[src/rtl/operand_stall_unit.sv]
// Decode-stage hazard controller: operand select, stall/bubble generation, mul/div occupancy, stall stats.
// Operand select and hold/bubble/issue are combinational; stall_reason, stall_cycles, deadlock are one-cycle registered.
package operand_stall_pkg;
   typedef struct packed {
      logic        hit;
      logic        resolved;
      logic [31:0] value;
   } fwd_result_t;
endpackage

module operand_stall_unit
   import operand_stall_pkg::*;
#(
   parameter int MULDIV_CYCLES = 4,
   parameter int MAX_STALL     = 64
) (
   input  logic        clock,
   input  logic        reset,
   input  logic        flush,
   input  logic        id_valid,
   input  logic        id_uses_rs,
   input  logic        id_uses_rt,
   input  logic        id_start_muldiv,
   input  logic        id_reads_hilo,
   input  fwd_result_t fwd_rs,
   input  fwd_result_t fwd_rt,
   input  logic [31:0] rf_rs,
   input  logic [31:0] rf_rt,
   output logic [31:0] operand_a,
   output logic [31:0] operand_b,
   output logic        hold,
   output logic        bubble,
   output logic        issue,
   output logic        muldiv_busy,
   output logic [1:0]  stall_reason,
   output logic [31:0] stall_cycles,
   output logic        deadlock
);

   localparam logic [3:0] MD_LOAD  = 4'(MULDIV_CYCLES);
   localparam logic [7:0] RUN_MAX  = 8'(MAX_STALL);
   localparam logic [7:0] RUN_LAST = 8'(MAX_STALL - 1);

   logic [3:0] cnt;
   logic [7:0] run;
   logic       rs_ok;
   logic       rt_ok;
   logic       data_haz;
   logic       md_haz;
   logic       stall;

   assign operand_a = fwd_rs.hit ? fwd_rs.value : rf_rs;
   assign operand_b = fwd_rt.hit ? fwd_rt.value : rf_rt;

   assign rs_ok    = !id_uses_rs | !fwd_rs.hit | fwd_rs.resolved;
   assign rt_ok    = !id_uses_rt | !fwd_rt.hit | fwd_rt.resolved;
   assign data_haz = !(rs_ok & rt_ok);

   assign muldiv_busy = (cnt != 4'd0);
   assign md_haz      = muldiv_busy & (id_start_muldiv | id_reads_hilo);

   // A flushed instruction never stalls, so flush also breaks the watchdog run.
   assign stall  = id_valid & !flush & (data_haz | md_haz);
   assign hold   = stall;
   assign bubble = stall;
   assign issue  = id_valid & !flush & !stall;

   always_ff @(posedge clock) begin
      if (reset) begin
         cnt          <= '0;
         stall_reason <= '0;
         stall_cycles <= '0;
         run          <= '0;
         deadlock     <= 1'b0;
      end else begin
         if (issue && id_start_muldiv)
            cnt <= MD_LOAD;
         else if (cnt != 4'd0)
            cnt <= cnt - 4'd1;

         stall_reason <= {md_haz & stall, data_haz & stall};

         if (stall)
            stall_cycles <= stall_cycles + 32'd1;

         if (!stall)
            run <= '0;
         else if (run != RUN_MAX)
            run <= run + 8'd1;

         // Set on the edge that completes the MAX_STALL-th consecutive hold cycle.
         if (stall && run >= RUN_LAST)
            deadlock <= 1'b1;
      end
   end

endmodule

[config.mk]
export PLATFORM = sky130hd
export DESIGN_NAME = operand_stall_unit
export DESIGN_NICKNAME = d
export VERILOG_FILES = /design/src/rtl/operand_stall_unit.sv
export SDC_FILE = /design/constraint.sdc
export NUM_CORES = 1
export LEC_CHECK = 0
export CORE_MARGIN = 10
export CORE_UTILIZATION = 35
export CTS_CLUSTER_SIZE = 24
export DETAILED_ROUTE_END_ITERATION = 8
export PLACE_DENSITY = 0.85
export SYNTH_ARGS = -nofsm -noshare
export SYNTH_HDL_FRONTEND = slang
export SYNTH_SLANG_ARGS = --single-unit
[constraint.sdc]
create_clock -name clock -period 2.4 [get_ports clock]
set_input_delay 0.48 -clock clock [delete_from_list [all_inputs] [get_ports clock]]
set_output_delay 0.48 -clock clock [all_outputs]
set_load 0.01 [all_outputs]
==> results_dict.tcl <==
set metrics [dict create \
    outcome "complete, but fails checks" \
    violations "negative setup slack" \
    grt_pass1_vias 4092 \
    crit_type "input port to primary output" \
    place_hpwl_um 13300 \
    ys_seq_elements 47 \
    synth_fa_ha_area_share_pct 1.54 \
    clock_latency_ns 0.31 \
    hold_path_class "flop to flop" \
    cts_buffers 5 \
    fin_crit_ns 2.41 \
    worst_slew_pin_slew_ns 0.435 \
    timing.final.crit_share_pct 100 \
    cts_max_path_buffers 2 \
    tritoncts "built" \
    final_common_cell "clkdlybuf4s50_1" \
    yosysWarnings 0 \
    gp_congestion 0.877 \
    synth.mux.area_fraction_pct 28.4 \
    dieHeight_um 116 \
    syn_inst 367 \
    port_buffers 242 \
    start_util_pct 35.6 \
    first_pass_iters 4 \
    cap_viol_max_count 0 \
    synth-compound-area-share_pct 8.38 \
    final_layout_size_suffix_gt1_share_pct 20.7 \
    hold_slack_ns 0.454 \
    gr-total-overflow 0 \
    drcViolationCount 0 \
    power_mw 2.61 \
    pwr_density_cell_nw_per_um2 433 \
    slew_headroom_pct 71.0 \
    clock_sinks 47 \
    grt_antenna_before_repair 2 \
    ant_nets 0 \
    ir_drop_mv 0.242 \
    fin_skew_ns 0.0204 \
    routed_via_density 5.25 \
    p_leak_nw 2.23 \
    synth_edf_count 0 \
    cts-root-buf "clkbuf_8" \
    syn-cell-area_sq_um 3250 \
    final_cell_mix "clkdlybuf4s50_1, mux2_2, dfxtp_1, nor2_1, buf_4" \
    synthXorXnorAreaFrac_pct 2.15 \
    synth_area_per_cell_sq_um 8.87 \
    max_freq_mhz 415 \
    hold_depth 2 \
    final_nets 756 \
    ys_types 41 \
    cp.arrival_ns 1.93 \
    rsz0062_at_grt "yes" \
    synthArstFlopShare_pct 0 \
    synth_top_family_by_area "multiplexers" \
    end_kind "primary output" \
    core_area_sq_um 9150 \
    maxSlewViolCount 0 \
    die_w_um 116 \
    cp_max_fo 16 \
    std_cell_rows 35 \
    drt-initial-drc-count 195 \
    ioPinCount 243 \
    clk_pin_slew_ns 0.10 \
    wirelength_um 15700 \
    synth-simple-area-share_pct 25.2 \
    htreeDepth 2 \
    seq_area_frac_synth_pct 28.9 \
    final_hold_viol_count 0 \
    grtUsageTotal_pct 22.7 \
    synth.net_count 511 \
    setup_slack_ns -0.0114 \
    worstPathRequired_ns 1.92 \
    wl_per_cell_um 21.7 \
    area_growth_pct 85.6 \
    fill_cells 725 \
    reg2reg_depth 8 \
    grt_max_degree 38 \
    cts_hold_buf 0 \
    grt_pass1_wl_um 23700 \
    place_ws_ns -0.384 \
    fp.dieArea_sq_um 13600 \
    cp-start-kind "input port" \
    synth_ff_type "dfxtp_1" \
    setup_violations 3 \
    num_vias 3806 \
]
[metrics by stage]
stage | TNS (ns) | cell area, sq um | cells | util (%)
finish | -0.0183 | 6040 | 725 | 66.0
floorplan | 0 | 3250 | 367 | -
detailed placement | -16.14 | 5850 | 713 | 63.9
global placement | -13.54 | 5850 | 713 | 63.9
global route | -0.152 | 6040 | 725 | 66.0
CTS | -0.0617 | 5990 | 722 | 65.5
[flip-flops by register name, summed over array words and instances (netlist names)]
register	flops
stall_reason	2
run	8
stall_cycles	32
deadlock	1
cnt	4
[per-layer routing]
| metal | up-vias | global-route usage, % | part of all wire, % |
|---|---|---|---|
| met1 | 1807 | 22.6 | 35 |
| met2 | 148 | 42.8 | 53 |
| met5 | - | 0 | 0 |
| met4 | 0 | 6.09 | 2.1 |
| met3 | 18 | 8.83 | 9.1 |
| li1 | 1833 | - | - |
[critical path, cell delays in order]
cell and delay, ns:
dlygate4sd2_1 0.28, bufbuf_16 0.33, mux2_2 0.34, clkdlybuf4s50_1 0.49
[synthesized netlist by cell type, types with 2 or more instances]
cell type	count	area share [%]
nor2b_1	18	3.5
buf_1	5	0.58
and3b_1	2	0.54
ha_1	4	1.5
nand4_1	13	2.5
o31ai_1	9	2.1
nor4_1	13	2.5
dfxtp_1	47	29
clkbuf_1	15	1.7
and4_1	6	1.6
inv_1	7	0.81
and2_1	4	0.77
nor2_1	34	3.9
xnor2_1	3	0.81
mux2i_1	2	0.62
or3_1	6	1.2
and3_1	3	0.58
or4_1	9	2.1
nor3_1	6	0.92
buf_2	2	0.31
a31o_2	2	0.54
mux2_1	3	1.0
xor2_1	5	1.3
buf_6	3	1.0
nand2_1	13	1.5
o21ai_0	6	0.92
mux2_2	76	26
buf_4	4	0.92
a21oi_1	18	2.8
nand3_1	18	2.8
[area by class of cell]
class / count / area [sq um] / area share [%]
antenna: 1 / 2.50 / 0.0414
multi-input combinational: 284 / 2170 / 35.9
timing repair buffer: 267 / 2650 / 43.8
sequential: 47 / 943 / 15.6
clock buffer: 5 / 68.8 / 1.14
tap: 111 / 139 / 2.30
inverter: 7 / 26.3 / 0.435
clock inverter: 3 / 46.3 / 0.766
[timing repair]
item / 4_1_cts / 5_1_grt
endpoints found under the setup margin: 68 / 29
cloned: 1 / 1
gates resized for setup: 25 / 16
pin swaps: 0 / 3
buffers inserted: 0 / 1
[path summary, 6_finish.rpt]
check | startpoint | endpoint | slack, ns
hold / removal | deadlock$_SDFFE_PP0P_ | deadlock$_SDFFE_PP0P_ | 0.45
setup reg to reg | cnt[1]$_SDFFE_PP0P_ | stall_cycles[16]$_SDFFE_PP0P_ | 0.23
setup / recovery | fwd_rt[33] | operand_b[20] | -0.01
hold reg to reg | deadlock$_SDFFE_PP0P_ | deadlock$_SDFFE_PP0P_ | 0.45
[where the power goes]
group          total, mW  leakage [nW]  internal, mW  switching [mW]
Clock              0.602        0.0548         0.314           0.287
Combinational       1.17          1.79         0.670           0.501
Sequential         0.842         0.380         0.815          0.0272
[kinds of logic (layout without fill, tap and decap cells)]
logic type | Yosys count | in the layout
flip-flops | 47 | 47
AO/OA/AOI/OAI | 41 | 41
XOR/XNOR | 8 | 8
AND/OR/NAND/NOR | 149 | 149
buffers and inverters | 36 | 282
multiplexers | 82 | 82
adder cells (fa/ha/maj) | 4 | 4
other | 0 | 1
No activity file was read; power rests on OpenSTA's default activity.
